<file path="src/rtl/wb_lsu_pkg.sv">
// Shared types and lane helpers for the Wishbone load/store initiator.
// Size, error and state encodings plus byte-select and alignment rules.
package wb_lsu_pkg;

    typedef enum logic [1:0] {
        SZ_BYTE = 2'b00,
        SZ_HALF = 2'b01,
        SZ_WORD = 2'b10
    } size_e;

    typedef enum logic [1:0] {
        ERR_OK      = 2'b00,
        ERR_BUS     = 2'b01,
        ERR_ALIGN   = 2'b10,
        ERR_TIMEOUT = 2'b11
    } err_e;

    typedef enum logic [1:0] {
        ST_IDLE,
        ST_REQ,
        ST_WAIT,
        ST_RESP
    } state_e;

    function automatic logic [3:0] lsu_sel(input logic [1:0] size, input logic [1:0] a);
        case (size)
            SZ_BYTE: return 4'b0001 << a;
            SZ_HALF: return 4'b0011 << a;
            SZ_WORD: return 4'b1111;
            default: return 4'b0000;
        endcase
    endfunction

    // Size 2'b11 has no legal encoding, so it is reported as misaligned.
    function automatic logic lsu_misaligned(input logic [1:0] size, input logic [1:0] a);
        case (size)
            SZ_BYTE: return 1'b0;
            SZ_HALF: return a[0];
            SZ_WORD: return |a;
            default: return 1'b1;
        endcase
    endfunction

endpackage

</file>
<file path="src/rtl/wb_lsu_lane.sv">
// Byte-lane steering: write replication, lane selects, load shift and extension.
// Purely combinational (zero latency); no flow control.
module wb_lsu_lane
    import wb_lsu_pkg::*;
(
    input  logic [1:0]  size,
    input  logic [1:0]  a,
    input  logic        uns,
    input  logic [31:0] wdata,
    input  logic [31:0] dat,
    output logic [31:0] wdat,
    output logic [3:0]  sel,
    output logic [31:0] rdata
);

    logic [31:0] shifted;

    assign shifted = dat >> {a, 3'b000};
    assign sel     = lsu_sel(size, a);

    always_comb begin
        wdat  = wdata;
        rdata = shifted;
        case (size)
            SZ_BYTE: begin
                wdat  = {4{wdata[7:0]}};
                rdata = {{24{shifted[7] & ~uns}}, shifted[7:0]};
            end
            SZ_HALF: begin
                wdat  = {2{wdata[15:0]}};
                rdata = {{16{shifted[15] & ~uns}}, shifted[15:0]};
            end
            SZ_WORD: ;
            default: rdata = '0;
        endcase
    end

endmodule

</file>
<file path="src/rtl/wb_lsu_master.sv">
// Wishbone pipelined initiator: one core load/store becomes one bus transfer.
// Latency 3 cycles accept->rsp with a zero-wait responder; single transfer in flight, ready only in IDLE.
module wb_lsu_master
    import wb_lsu_pkg::*;
#(
    parameter int TIMEOUT_CYCLES = 255
) (
    input  logic        wb_clk_i,
    input  logic        wb_rst_n_i,
    input  logic        req_valid_i,
    output logic        req_ready_o,
    input  logic        req_we_i,
    input  logic [31:0] req_addr_i,
    input  logic [31:0] req_wdata_i,
    input  logic [1:0]  req_size_i,
    input  logic        req_unsigned_i,
    output logic        rsp_valid_o,
    input  logic        rsp_ready_i,
    output logic [31:0] rsp_rdata_o,
    output logic [1:0]  rsp_err_o,
    output logic        wb_cyc_o,
    output logic        wb_stb_o,
    output logic        wb_we_o,
    output logic [31:0] wb_adr_o,
    output logic [31:0] wb_dat_o,
    output logic [3:0]  wb_sel_o,
    input  logic        wb_stall_i,
    input  logic        wb_ack_i,
    input  logic        wb_err_i,
    input  logic [31:0] wb_dat_i
);

    localparam logic [15:0] TO_LAST = 16'(TIMEOUT_CYCLES - 1);

    state_e      state;
    logic        ready;
    logic        cyc;
    logic        stb;
    logic        rsp_vld;
    logic [31:0] rsp_dat;
    err_e        rsp_err;
    logic        lat_we;
    logic [31:0] lat_addr;
    logic [31:0] lat_wdata;
    logic [1:0]  lat_size;
    logic        lat_uns;
    logic [15:0] cnt;

    logic [31:0] lane_wdat;
    logic [3:0]  lane_sel;
    logic [31:0] lane_rdata;
    logic        in_bus;
    logic        bus_done;
    logic        timed_out;

    wb_lsu_lane u_lane (
        .size  (lat_size),
        .a     (lat_addr[1:0]),
        .uns   (lat_uns),
        .wdata (lat_wdata),
        .dat   (wb_dat_i),
        .wdat  (lane_wdat),
        .sel   (lane_sel),
        .rdata (lane_rdata)
    );

    // A response in REQ only counts in the cycle the strobe is actually taken.
    assign in_bus    = (state == ST_REQ) || (state == ST_WAIT);
    assign bus_done  = ((state == ST_WAIT) || (state == ST_REQ && !wb_stall_i)) &&
                       (wb_ack_i || wb_err_i);
    assign timed_out = in_bus && (cnt == TO_LAST);

    always_ff @(posedge wb_clk_i or negedge wb_rst_n_i) begin
        if (!wb_rst_n_i) begin
            state     <= ST_IDLE;
            ready     <= 1'b1;
            cyc       <= 1'b0;
            stb       <= 1'b0;
            rsp_vld   <= 1'b0;
            rsp_dat   <= '0;
            rsp_err   <= ERR_OK;
            lat_we    <= 1'b0;
            lat_addr  <= '0;
            lat_wdata <= '0;
            lat_size  <= 2'b00;
            lat_uns   <= 1'b0;
            cnt       <= '0;
        end else begin
            case (state)
                ST_IDLE: begin
                    if (req_valid_i) begin
                        lat_we    <= req_we_i;
                        lat_addr  <= req_addr_i;
                        lat_wdata <= req_wdata_i;
                        lat_size  <= req_size_i;
                        lat_uns   <= req_unsigned_i;
                        ready     <= 1'b0;
                        if (lsu_misaligned(req_size_i, req_addr_i[1:0])) begin
                            state   <= ST_RESP;
                            rsp_vld <= 1'b1;
                            rsp_err <= ERR_ALIGN;
                            rsp_dat <= '0;
                        end else begin
                            state <= ST_REQ;
                            cyc   <= 1'b1;
                            stb   <= 1'b1;
                            cnt   <= '0;
                        end
                    end
                end
                ST_REQ, ST_WAIT: begin
                    cnt <= cnt + 16'd1;
                    if (bus_done) begin
                        state   <= ST_RESP;
                        cyc     <= 1'b0;
                        stb     <= 1'b0;
                        rsp_vld <= 1'b1;
                        rsp_err <= wb_err_i ? ERR_BUS : ERR_OK;
                        rsp_dat <= (wb_err_i || lat_we) ? 32'd0 : lane_rdata;
                    end else if (timed_out) begin
                        state   <= ST_RESP;
                        cyc     <= 1'b0;
                        stb     <= 1'b0;
                        rsp_vld <= 1'b1;
                        rsp_err <= ERR_TIMEOUT;
                        rsp_dat <= '0;
                    end else if (state == ST_REQ && !wb_stall_i) begin
                        state <= ST_WAIT;
                        stb   <= 1'b0;
                    end
                end
                ST_RESP: begin
                    if (rsp_ready_i) begin
                        state   <= ST_IDLE;
                        ready   <= 1'b1;
                        rsp_vld <= 1'b0;
                        rsp_dat <= '0;
                        rsp_err <= ERR_OK;
                    end
                end
                default: state <= ST_IDLE;
            endcase
        end
    end

    assign req_ready_o = ready;
    assign rsp_valid_o = rsp_vld;
    assign rsp_rdata_o = rsp_dat;
    assign rsp_err_o   = rsp_err;
    assign wb_cyc_o    = cyc;
    assign wb_stb_o    = stb;
    // Bus payload is forced to zero outside a cycle so idle outputs read as 0.
    assign wb_we_o     = cyc & lat_we;
    assign wb_adr_o    = cyc ? {lat_addr[31:2], 2'b00} : 32'd0;
    assign wb_dat_o    = cyc ? lane_wdat : 32'd0;
    assign wb_sel_o    = cyc ? lane_sel : 4'd0;

endmodule
</file>
<file path="config.mk">
export PLATFORM = sky130hd
export DESIGN_NAME = wb_lsu_master
export DESIGN_NICKNAME = d
export VERILOG_FILES = /design/src/rtl/wb_lsu_pkg.sv /design/src/rtl/wb_lsu_lane.sv /design/src/rtl/wb_lsu_master.sv
export SDC_FILE = /design/constraint.sdc
export NUM_CORES = 1
export LEC_CHECK = 0
export ABC_AREA = 1
export BUFFER_PORTS_ARGS = -buffer_cell sky130_fd_sc_hd__buf_2
export CORE_MARGIN = 3
export CORE_UTILIZATION = 44
export CTS_CLUSTER_SIZE = 16
export DETAILED_ROUTE_END_ITERATION = 16
export GPL_ROUTABILITY_DRIVEN = 0
export PLACE_DENSITY = 0.67
export SYNTH_ARGS = -nofsm -noshare
export SYNTH_HDL_FRONTEND = slang
export SYNTH_SLANG_ARGS = --single-unit
</file>
<file path="constraint.sdc">
create_clock -name wb_clk_i -period 4.7 [get_ports wb_clk_i]
set_input_delay 0.705 -clock wb_clk_i [delete_from_list [all_inputs] [get_ports wb_clk_i]]
set_output_delay 0.705 -clock wb_clk_i [all_outputs]
set_load 0.01 [all_outputs]
</file>
Yosys cells after proc, flatten, opt, wreduce, memory -nomap -nowiden
Index checks and enable logic that the tools add are counted.

Register bits after elaboration: 124. Bits of input ports: 107. Output and inout bits: 107. Word-level logic and storage cells: 107.

Add/subtract/negate cells: 1. Equality and inequality tests: 14. Shifts and indexed selects: 3. Mux-type cells: 50. Bitwise gates (word level): 4. Reductions and logical operators: 22.

Operator list (count): 32-bit 2-to-1 mux (8); 32-bit case mux with 3 select lines (2); 32-bit case mux with 2 select lines (1); 16-bit 2-to-1 mux (2); 16-bit case mux with 2 select lines (1); 32-bit by 5-bit right shift with 32-bit output (1); 2-bit 2-to-1 mux (10); 1-bit 2-to-1 mux (17); 16-bit by 1-bit adder with 16-bit output, second input constant (1); 16-bit by 8-bit equality test with 1-bit output, second input constant (1); 2-bit case mux with 3 select lines (2); 4-bit case mux with 3 select lines (1); 4-bit AND reduction (3); 3-bit AND reduction (3); 2-bit equality test, second input constant (4); 2-bit inequality test, second input constant (4); 2-bit by 1-bit equality test with 1-bit output, second input constant (3); 2-bit zero test (3); 1-bit case mux with 2 select lines (3); 1-bit case mux with 3 select lines (2); 1-bit logical OR (4); 4-bit 2-to-1 mux (1); 4-bit inequality test, second input constant (1); 2-bit nonzero test (2); other kinds (9) (14).

Depth between registers and ports, before layout
Gate-level depths: netlist of the first run.

Word-level depth: 7. Gate-level depth with buffers: 11. Depth with buffers taken out: 10.

By module
From an unflattened synthesis of the first run, not the netlist that was laid out.

Cells, all modules: 1188. Area, all modules: 7790.0 µm².

Modules (own cells, without submodules): wb_lsu_master (instances 1, cells an instance 889, area each 6323.6 µm², seq. area each 3104.2 µm²); wb_lsu_lane (instances 1, cells an instance 299, area each 1466.4 µm², seq. area each 0.0 µm²).

Least setup slack after synthesis of the first run
Ideal clock, no wire load.

Path kind: register to output. Start: register lat_addr[0]. End: output wb_sel_o[2]. Arrival: 1.246 ns. Required time: 3.995 ns. Slack: 2.749 ns. Cell stages (with the launch flop): 8. Buffers on the path: 3. Cells stage by stage: dfrtp_1 -> buf_4 -> inv_2 -> buf_4 -> buf_2 -> a21oi_1 -> nand2_1 -> a21oi_1.

Longest elaborated chain between the ends: 3. Elaborated cells on any way between the ends: 4. Classes of those cells: shift: 2; mux: 2.

RTL lines: start: declaration (line wb_lsu_master.sv:43) `logic [31:0] lat_addr;`; start signal: assignment (line wb_lsu_master.sv:93) `lat_addr <= req_addr_i;`; 2-bit by 2-bit << shifter with 4-bit output / 1-bit by 2-bit << shifter with 4-bit output (equally long branches) (line wb_lsu_pkg.sv:28, wb_lsu_pkg.sv:27); 4-bit case mux with 3 select lines (*) (line wb_lsu_pkg.sv:26) `case (size)`; 4-bit 2-to-1 mux (*) (line wb_lsu_master.sv:156) `assign wb_sel_o = cyc ? lane_sel : 4'd0;`; end: declaration (line wb_lsu_master.sv:26) `output logic [3:0] wb_sel_o,`.

Every way passes the cells marked *; elsewhere a longest branch is shown, timed or not.

Worst setup path in the final report of the first run
Ends and elaborated chain as after synthesis.

==> impl_metrics.py, run 1 <==
metrics = {
    "outcome": {
        "outcome": "finished clean",
    },
    "power_and_ir_drop": {
        "sw_frac_of_total_pct": 46.9,
        "powerDensity_nw_per_um2": 662,
        "share_seq_of_total_power_pct": 32.4,
        "p_clk_share_pct": 21.2,
        "total_power_uw": 5630,
        "leakage_uw": 0.00490,
        "power.combinational.fraction_pct": 46.5,
        "power.net_switching_uw": 2640,
        "int_pwr_uw": 2990,
        "vdd.ir_drop.worst_mv": 0.347,
    },
    "critical_path": {
        "cp_cell_instances": "inv_2, a21oi_1, nand2_1, a21oi_1, buf_2",
        "critical-path-max-stage-delay_ns": 0.86,
        "crit_path_start_kind": "flop",
        "cp_delay_by_family_top": "flip-flops",
        "timing.setup.critical_path_class": "flop to primary output",
        "end_kind": "primary output",
        "worstPathArrival_ns": 2.50,
        "buffers_plus_inverters_on_the_worst_setup_path": 2,
        "crit_fanout": 42,
        "worst-endpoint-required_ns": 3.99,
        "most_frequent_cell_on_the_critical_path": "sky130_fd_sc_hd__a21oi_1",
        "slowest_stage": "sky130_fd_sc_hd__dfrtp_1",
    },
    "drt": {
        "wl_per_cell_um": 14.1,
        "post_drt_via_cell_ratio": 4.89,
        "drt_wl_total_mm": 19.6,
        "drt.antenna.violating_nets": 0,
        "drc_errors": 0,
        "vias": 6810,
        "firstDrtPassIters": 5,
        "dr.first_iter.drc_count": 538,
    },
    "grt": {
        "grt_first_pass_wirelength_mm": 31.8,
        "first_global_vias": 6376,
        "overall_track_demand_over_capacity_in_global_routing_pct": 22.7,
        "largest_net_degree_at_the_start_of_global_routing": 73,
        "globalRouteOverflowTotal": 0,
        "antenna_found_initial": 2,
    },
    "layout": {
        "layout-drive-gt1-share_pct": 23.8,
        "design.final.nets": 1283,
        "fillCellCount": 1544,
        "cell_area_after_layout_um2": 8510,
        "area_growth_pct": 23.1,
        "diodes": 0,
    },
    "synth": {
        "netlist-cell-type-count": 32,
        "synth_commonest_cells": "sky130_fd_sc_hd__nand2_1, sky130_fd_sc_hd__dfrtp_1, sky130_fd_sc_hd__nor2_1",
        "post_synth_instance_area_um2": 6910,
        "yosysWarnings": 0,
        "synth_ff_type": "sky130_fd_sc_hd__dfrtp_1",
        "number_of_enable_type_register_cells_in_the_synthesized_netlist": 0,
        "synth-async-reset-ratio_pct": 100,
        "synth_top_area_share_pct": 44.5,
        "ys_seq_area_share_pct": 44.9,
        "synthCells": 990,
        "avgSynthCellArea_um2": 6.98,
        "yosys-top-cells-area": "sky130_fd_sc_hd__dfrtp_1, sky130_fd_sc_hd__nand2_1, sky130_fd_sc_hd__nand3_1, sky130_fd_sc_hd__nor2_1, sky130_fd_sc_hd__inv_1",
        "post-synth-top-count-cell": "sky130_fd_sc_hd__nand2_1",
        "yosysTopAreaCell": "sky130_fd_sc_hd__dfrtp_1",
        "postSynthRegisterBits": 124,
    },
    "sta": {
        "rsz0062_at_grt": "false",
        "fmaxAchievable_mhz": 312,
        "post-route-worst-setup-slack_ns": 1.49,
        "worst-slew-pin-transition_ns": 1.03,
        "finalClockSkew_ns": 0.0126,
        "timing.final.setup_violations": 0,
        "timing.hold.ws_ns": 0.338,
        "worst_slew_margin_rel_pct": 31.0,
        "finalMaxSlewViolations": 0,
        "finalSetupTns_ns": 0,
        "final-hold-violation-count": 0,
        "layout_min_cycle_time_ns": 3.21,
        "layout_worst_path_cycle_share_pct": 68.3,
    },
    "clock_tree": {
        "worstSkewPairLatency_ns": 0.42,
        "clock-sinks": 124,
        "max-clock-path-buffers": 2,
        "cts_inserted_buffers": 17,
        "clock_tree_from_tritoncts": "yes",
        "post_cts.resized_instances": 0,
        "htree_levels": 4,
        "ctsHoldBuffers": 0,
        "cts.reportedPaths.clkPinSlew_ns": 0.06,
        "clockRootBuffer": "sky130_fd_sc_hd__clkbuf_16",
        "cts_setup_buffers": 0,
    },
    "placement": {
        "detailedPlacementHpwl_mm": 13.5,
        "number_of_input_and_output_port_buffers_inserted": 211,
        "dp_worst_setup_slack_ns": 1.97,
        "dpl-instance-area_um2": 7970,
    },
    "die": {
        "placeableCoreArea_um2": 15300,
        "die_ar_um2": 17200,
        "num_rows": 45,
        "initial_cell_density_of_the_core_pct": 45.3,
        "fp.dieH_um": 131,
        "die-width_um": 131,
        "ioPinCount": 214,
    },
    "run": {
        "cap_violations": 0,
    },
    "hold_path": {
        "hold_class": "input port to asynchronous set/reset pin",
    },
}
==> worst reg2reg max path: cells and delay by family, from the launching register on <==
family,cells,cell delay [ns]
and+or+nand+nor,4,1.18
AOI/OAI and AO/OA,1,0.20
adders and majority gates,1,0.67
DFF,1,0.40
buffers and inverters,1,0.08
==> power groups by stage <==
stage	Clock (uW)	Combinational, uW	Sequential (uW)
after detailed placement	0	2630	1820
after floorplan	0	2050	1680
final	1190	2620	1820
after global placement	0	2600	1830
after CTS	1210	2640	1820
after global routing	1270	2960	1880
==> flip-flops by register name (all words and copies together) (netlist names) <==
register     cells
lat_uns          1
req_ready_o      1
rsp_rdata_o     32
wb_cyc_o         1
lat_size         2
lat_addr        32
wb_stb_o         1
state            2
cnt             16
rsp_valid_o      1
lat_wdata       32
rsp_err_o        2
lat_we           1
==> layer usage <==
layer	GRT usage (%)	routed length (um)	part of all wire [%]
met1	28.8	8540	43
met2	38.2	9580	49
met3	5.47	1200	6.1
met4	7.47	313	1.6
met5	0	23	0.12
==> final timing paths <==
check	startpoint	end	slack [ns]	depth (start not counted)
worst min register to register	wb_stb_o$_DFFE_PN0P_	wb_stb_o$_DFFE_PN0P_	0.47	2
max in group asynchronous	wb_rst_n_i	lat_wdata[31]$_DFFE_PN0P_	3.55	2
worst max register to register	state[0]$_DFFE_PN0P_	cnt[5]$_DFFE_PN0P_	2.07	7
min in group wb_clk_i	wb_stb_o$_DFFE_PN0P_	wb_stb_o$_DFFE_PN0P_	0.47	2
worst max-delay path	lat_addr[0]$_DFFE_PN0P_	wb_sel_o[2]	1.49	5
worst min-delay path	wb_rst_n_i	rsp_rdata_o[29]$_DFFE_PN0P_	0.34	1
==> cell type report <==
class	instances	area [um^2]	share of cell area, %
clock buffer	19	443	5.21
clock inverter	13	95.1	1.12
inverter	83	313	3.68
multi-input combinational	730	3190	37.5
sequential	124	3110	36.5
tap	211	264	3.10
timing repair buffer	214	1090	12.9
==> layout by cell type, fill, tap and decap left out, drive strengths merged, types with 2 or more instances in the layout <==
cell,Yosys,routed
nand2,441,441
buf,33,214
dfrtp,123,123
inv,82,83
o21ai,83,83
nor2,79,79
nand3,68,68
clkbuf,21,19
a21oi,18,18
nand4,15,15
o22ai,8,8
clkinv,1,7
ha,6,6
clkinvlp,0,6
nor3,4,4
or2,3,3
conb,1,2
==> metrics by stage <==
step           cells  util, %
2_1_floorplan    991        -
3_3_place_gp    1362     52.2
3_5_place_dp    1362     52.2
4_1_cts         1394     55.8
5_1_grt         1394     55.8
6_report        1394     55.8
==> logic make-up (layout without fill, tap and decap cells) <==
kind of cell	count (synthesis)	in the layout	synth area share [%]
buffers and inverters	137	329	8.91
adders and majority gates	6	6	1.09
and+or+nand+nor	610	610	35.7
AOI/OAI and AO/OA	112	112	9.29
DFF	124	124	44.9
other	1	2	0.0543
Note: power is estimated with default switching activity, not from simulation.
==> run 2, diff against run 1 <==
--- a/config.mk
+++ b/config.mk
@@ -12,7 +12,7 @@
 export CTS_CLUSTER_SIZE = 16
 export DETAILED_ROUTE_END_ITERATION = 16
 export GPL_ROUTABILITY_DRIVEN = 0
-export PLACE_DENSITY = 0.67
+export PLACE_DENSITY = 0.7
 export SYNTH_ARGS = -nofsm -noshare
 export SYNTH_HDL_FRONTEND = slang
 export SYNTH_SLANG_ARGS = --single-unit
==> constraint.sdc (replaced) <==
create_clock -name wb_clk_i -period 2.9 [get_ports wb_clk_i]
set_input_delay 0.435 -clock wb_clk_i [delete_from_list [all_inputs] [get_ports wb_clk_i]]
set_output_delay 0.435 -clock wb_clk_i [all_outputs]
set_load 0.01 [all_outputs]
==> run 2 against run 1 <==
Register-to-register slack got worse by 1.5 ns. Sequential cell count did not move. Clock power rose by 92%. Critical path type unchanged. Critical endpoint unchanged. Largest power group unchanged. Highest routed layer unchanged.
==> impl_metrics.py, run 2 (synthesis results as in run 1) <==
metrics = {
    "outcome": {
        "outcome": "finished clean",
    },
    "clock_tree": {
        "clockRootBuffer": "sky130_fd_sc_hd__clkbuf_16",
        "htree_levels": 4,
        "cts_inserted_buffers": 17,
        "ctsHoldBuffers": 0,
        "max-clock-path-buffers": 2,
        "clock_tree_from_tritoncts": "yes",
        "worstSkewPairLatency_ns": 0.41,
        "post_cts.resized_instances": 0,
        "clock-sinks": 124,
        "cts.reportedPaths.clkPinSlew_ns": 0.06,
        "cts_setup_buffers": 0,
    },
    "critical_path": {
        "worst-endpoint-required_ns": 2.47,
        "crit_path_start_kind": "flop",
        "timing.setup.critical_path_class": "flop to primary output",
        "worstPathArrival_ns": 2.14,
        "reg2reg_slack_ns": 0.54,
        "end_kind": "primary output",
        "timing.critical_path.from": "lat_size[1]$_DFFE_PN0P_",
        "crit_fanout": 28,
        "reg2reg_from": "state[0]$_DFFE_PN0P_",
    },
    "sta": {
        "finalSetupTns_ns": 0,
        "timing.hold.ws_ns": 0.0449,
        "finalMaxSlewViolations": 0,
        "layout_min_cycle_time_ns": 2.58,
        "rsz0062_at_grt": "false",
        "worst_slew_margin_rel_pct": 49.4,
        "timing.final.setup_violations": 0,
        "final-hold-violation-count": 0,
        "fmaxAchievable_mhz": 388,
        "post-route-worst-setup-slack_ns": 0.325,
        "worst-slew-pin-transition_ns": 0.759,
        "layout_worst_path_cycle_share_pct": 88.8,
        "finalClockSkew_ns": 0.00850,
    },
    "drt": {
        "drc_errors": 0,
        "firstDrtPassIters": 5,
        "wl_per_cell_um": 13.9,
        "post_drt_via_cell_ratio": 4.98,
        "vias": 6991,
        "drt.antenna.violating_nets": 0,
        "dr.first_iter.drc_count": 586,
        "drt_wl_total_mm": 19.5,
    },
    "power_and_ir_drop": {
        "vdd.ir_drop.worst_mv": 0.466,
        "total_power_uw": 9660,
        "leakage_uw": 0.00501,
        "powerDensity_nw_per_um2": 1110,
    },
    "hold_path": {
        "hold_class": "input port to asynchronous set/reset pin",
    },
    "grt": {
        "largest_net_degree_at_the_start_of_global_routing": 73,
        "grt_first_pass_wirelength_mm": 32.6,
        "globalRouteOverflowTotal": 0,
        "first_global_vias": 6559,
        "antenna_found_initial": 3,
        "overall_track_demand_over_capacity_in_global_routing_pct": 22.9,
    },
    "layout": {
        "layout-drive-gt1-share_pct": 24.4,
        "most_frequent_standard_cell_in_the_layout_excluding_fill_and_tap_cells": "sky130_fd_sc_hd__nand2_1",
        "design.final.nets": 1291,
        "area_growth_pct": 25.9,
        "fillCellCount": 1506,
        "final_cell_mix": "sky130_fd_sc_hd__nand2_1, sky130_fd_sc_hd__buf_2, sky130_fd_sc_hd__dfrtp_1",
        "fin_cells": 1403,
    },
    "die": {
        "num_rows": 45,
        "die_ar_um2": 17200,
        "fp.dieH_um": 131,
        "initial_cell_density_of_the_core_pct": 45.3,
        "die-width_um": 131,
        "ioPinCount": 214,
        "placeableCoreArea_um2": 15300,
    },
    "placement": {
        "dp_worst_setup_slack_ns": 0.548,
        "number_of_input_and_output_port_buffers_inserted": 211,
        "detailedPlacementHpwl_mm": 13.8,
        "numPlacedInstances": 1370,
    },
    "run": {
        "cap_violations": 0,
    },
}
run 2: worst paths after layout:
path,depth (start not counted),endpoint
max,6,wb_sel_o[2]
min,1,rsp_rdata_o[30]$_DFFE_PN0P_
max reg2reg,9,rsp_rdata_o[24]$_DFFE_PN0P_
min reg2reg,2,wb_stb_o$_DFFE_PN0P_
max in group asynchronous,2,req_ready_o$_DFFE_PN1P_
min in group wb_clk_i,3,lat_addr[12]$_DFFE_PN0P_
run 2: per-layer routing:
metal / share of wire (%) / GRT usage, %
met3: 6.7 / 5.59
met2: 47 / 36.3
met4: 2.2 / 7.99
met1: 44 / 30.8
met5: 0.10 / 0
run 2: power by group:
group	switching [uW]	total [uW]	internal [uW]
registers	514	2850	2340
logic	3000	4520	1520
clock network	800	2290	1490
total	4310	9660	5350
run 2: stage by stage:
step                      area (um^2)  util (%)
final                            8700      57.0
after floorplan                  6910         -
after global routing             8700      57.0
after global placement           8060      52.8
after CTS                        8700      57.0
after detailed placement         8060      52.8
run 2: layout make-up:
class | count | area, um^2 | share of cell area, %
Multi-Input combinational cell | 730 | 3190 | 36.7
Antenna cell | 1 | 2.50 | 0.0288
Inverter | 83 | 313 | 3.60
Sequential cell | 124 | 3110 | 35.7
Clock buffer | 19 | 453 | 5.21
Clock inverter | 13 | 189 | 2.17
Timing Repair Buffer | 222 | 1180 | 13.5
Tap cell | 211 | 264 | 3.03
run 2: critical path: stages (launching register included):
cell and delay [ns]:
sky130_fd_sc_hd__dfrtp_1 0.38, sky130_fd_sc_hd__clkinv_2 0.29, sky130_fd_sc_hd__nand2_1 0.35, sky130_fd_sc_hd__o21ai_0 0.25, sky130_fd_sc_hd__nand2_1 0.07, sky130_fd_sc_hd__a21oi_1 0.21, sky130_fd_sc_hd__buf_2 0.18
==> run 3, diff against run 2 <==
==> constraint.sdc (replaced) <==
create_clock -name wb_clk_i -period 2.3 [get_ports wb_clk_i]
set_input_delay 0.345 -clock wb_clk_i [delete_from_list [all_inputs] [get_ports wb_clk_i]]
set_output_delay 0.345 -clock wb_clk_i [all_outputs]
set_load 0.01 [all_outputs]
==> run 3 against run 2 <==
Sequential cell count did not move. Sequential share of layout area fell by 0.24 points. Critical path depth did not move. Global-route usage barely moved. Setup slack got worse by 0.19 ns.
==> impl_metrics.py, run 3 (synthesis results as in run 1) <==
metrics = {
    "layout": {
        "cell_area_after_layout_um2": 8760,
        "layout-drive-gt1-share_pct": 25.0,
        "most_frequent_standard_cell_in_the_layout_excluding_fill_and_tap_cells": "sky130_fd_sc_hd__nand2_1",
        "design.final.nets": 1301,
        "final_cell_mix": "sky130_fd_sc_hd__nand2_1, sky130_fd_sc_hd__buf_2, sky130_fd_sc_hd__dfrtp_1",
        "area_growth_pct": 26.7,
        "fin_cells": 1413,
    },
    "sta": {
        "finalMaxSlewViolations": 0,
        "layout_min_cycle_time_ns": 2.16,
        "rsz0062_at_grt": "true",
        "final-hold-violation-count": 0,
        "fmaxAchievable_mhz": 462,
        "worst-slew-pin-transition_ns": 0.754,
        "finalClockSkew_ns": 0.00927,
        "timing.hold.ws_ns": 0.118,
        "timing.final.setup_violations": 0,
        "worst_slew_margin_rel_pct": 49.8,
        "layout_worst_path_cycle_share_pct": 94.0,
        "post-route-worst-setup-slack_ns": 0.138,
    },
    "critical_path": {
        "worstPathArrival_ns": 1.82,
        "cp_num_cells": 6,
        "reg2reg_from": "lat_size[1]$_DFFE_PN0P_",
        "cp_cell_instances": "clkinv_2, buf_4, nand2_4, o21ai_0, nor2_1, buf_2",
        "reg2reg_slack_ns": 0.27,
        "crit-reg2reg-capture": "rsp_rdata_o[17]$_DFFE_PN0P_",
        "end_kind": "primary output",
        "worst-endpoint-required_ns": 1.96,
        "reg2reg_depth": 8,
        "buffers_plus_inverters_on_the_worst_setup_path": 3,
        "timing.setup.critical_path_class": "flop to primary output",
        "crit_fanout": 27,
        "slowest_stage": "sky130_fd_sc_hd__dfrtp_1",
        "crit_path_start_kind": "flop",
        "critical-path-max-stage-delay_ns": 0.39,
        "cp_delay_by_family_top": "buffers and inverters",
    },
    "drt": {
        "post_drt_via_cell_ratio": 4.92,
        "firstDrtPassIters": 6,
        "drt.antenna.violating_nets": 0,
        "dr.first_iter.drc_count": 524,
        "drt_wl_total_mm": 19.7,
        "drc_errors": 0,
        "vias": 6948,
        "wl_per_cell_um": 13.9,
    },
    "hold_path": {
        "worst_hold_path.endpoint": "lat_addr[24]$_DFFE_PN0P_",
        "hold_path_startpoint": "req_addr_i[24]",
        "worstHoldPathCells": 3,
        "hold_class": "input port to flop",
    },
    "placement": {
        "number_of_input_and_output_port_buffers_inserted": 211,
        "detailedPlacementHpwl_mm": 14.2,
        "dpl-instance-area_um2": 8120,
        "dp_worst_setup_slack_ns": 0.332,
        "numPlacedInstances": 1379,
    },
    "grt": {
        "overall_track_demand_over_capacity_in_global_routing_pct": 22.9,
        "globalRouteOverflowTotal": 0,
        "first_global_vias": 6702,
        "grt_first_pass_wirelength_mm": 32.3,
        "largest_net_degree_at_the_start_of_global_routing": 73,
        "antenna_found_initial": 3,
    },
    "run": {
        "cap_violations": 0,
    },
    "power_and_ir_drop": {
        "leakage_uw": 0.00505,
        "powerDensity_nw_per_um2": 1400,
        "vdd.ir_drop.worst_mv": 0.734,
        "total_power_uw": 12200,
    },
    "die": {
        "num_rows": 45,
        "ioPinCount": 214,
        "placeableCoreArea_um2": 15300,
        "die-width_um": 131,
        "die_ar_um2": 17200,
        "initial_cell_density_of_the_core_pct": 45.3,
        "fp.dieH_um": 131,
    },
    "clock_tree": {
        "cts_setup_buffers": 0,
        "cts_inserted_buffers": 17,
        "cts.reportedPaths.clkPinSlew_ns": 0.06,
        "clockRootBuffer": "sky130_fd_sc_hd__clkbuf_16",
        "worstSkewPairLatency_ns": 0.42,
        "clock_tree_from_tritoncts": "yes",
        "clock-sinks": 124,
        "max-clock-path-buffers": 2,
        "htree_levels": 4,
    },
    "outcome": {
        "outcome": "finished clean",
    },
}
-- run 3: timing repair --
action / 4_1_cts / 5_1_grt
setup endpoints to repair: 0 / 5
resized for setup: 0 / 3
hold endpoints to repair: 30 / 0
hold buffers: 1 / 0
-- run 3: layer usage --
| metal | track usage, % | wire [um] | part of all wire [%] | up-vias |
|---|---|---|---|---|
| met5 | 0 | 23 | 0.12 | - |
| met4 | 7.29 | 400 | 2.0 | 4 |
| met3 | 5.93 | 1260 | 6.4 | 35 |
| met2 | 38.8 | 9400 | 48 | 235 |
| met1 | 28.7 | 8610 | 44 | 3180 |
| li1 | - | - | - | 3494 |
-- run 3: area by class of cell --
class                      count  area (um^2)
fill                        1498         6500
clock inverter                14          184
sequential                   124         3110
inverter                      83          313
clock buffer                  18          439
timing repair buffer         232         1260
antenna                        1         2.50
tap                          211          264
multi-input combinational    730         3190
-- run 3: power by group --
part	leakage, uW	switching [uW]	internal [uW]
combinational	0.00314	3850	2020
sequential	0.00161	602	2950
clock	0.000304	1050	1760
total	0.00505	5510	6730
-- run 3: worst max path at each step --
stage,end,slack (ns),start
after global routing,wb_dat_o[29],-0.0004,lat_size[1]$_DFFE_PN0P_
final,wb_dat_o[28],0.14,lat_size[1]$_DFFE_PN0P_
after CTS,wb_dat_o[25],0.12,lat_size[1]$_DFFE_PN0P_
after detailed placement,rsp_rdata_o[10]$_DFFE_PN0P_,0.33,state[0]$_DFFE_PN0P_
after global placement,rsp_rdata_o[26]$_DFFE_PN0P_,0.41,state[0]$_DFFE_PN0P_
after floorplan,rsp_rdata_o[13]$_DFFE_PN0P_,0.66,state[0]$_DFFE_PN0P_
-- run 3: through the flow --
stage / TNS, ns / utilization, %
after floorplan: 0 / -
after global placement: 0 / 53.2
after detailed placement: 0 / 53.2
after CTS: 0 / 57.4
after global routing: -0.000362 / 57.4
final: 0 / 57.4
-- run 3: worst register-to-register path: cells and delay by family, from the launching register on --
kind	cells	cell delay (ns)
buffers and inverters	2	0.32
DFF	1	0.39
and+or+nand+nor	5	1.10
AOI/OAI and AO/OA	1	0.14
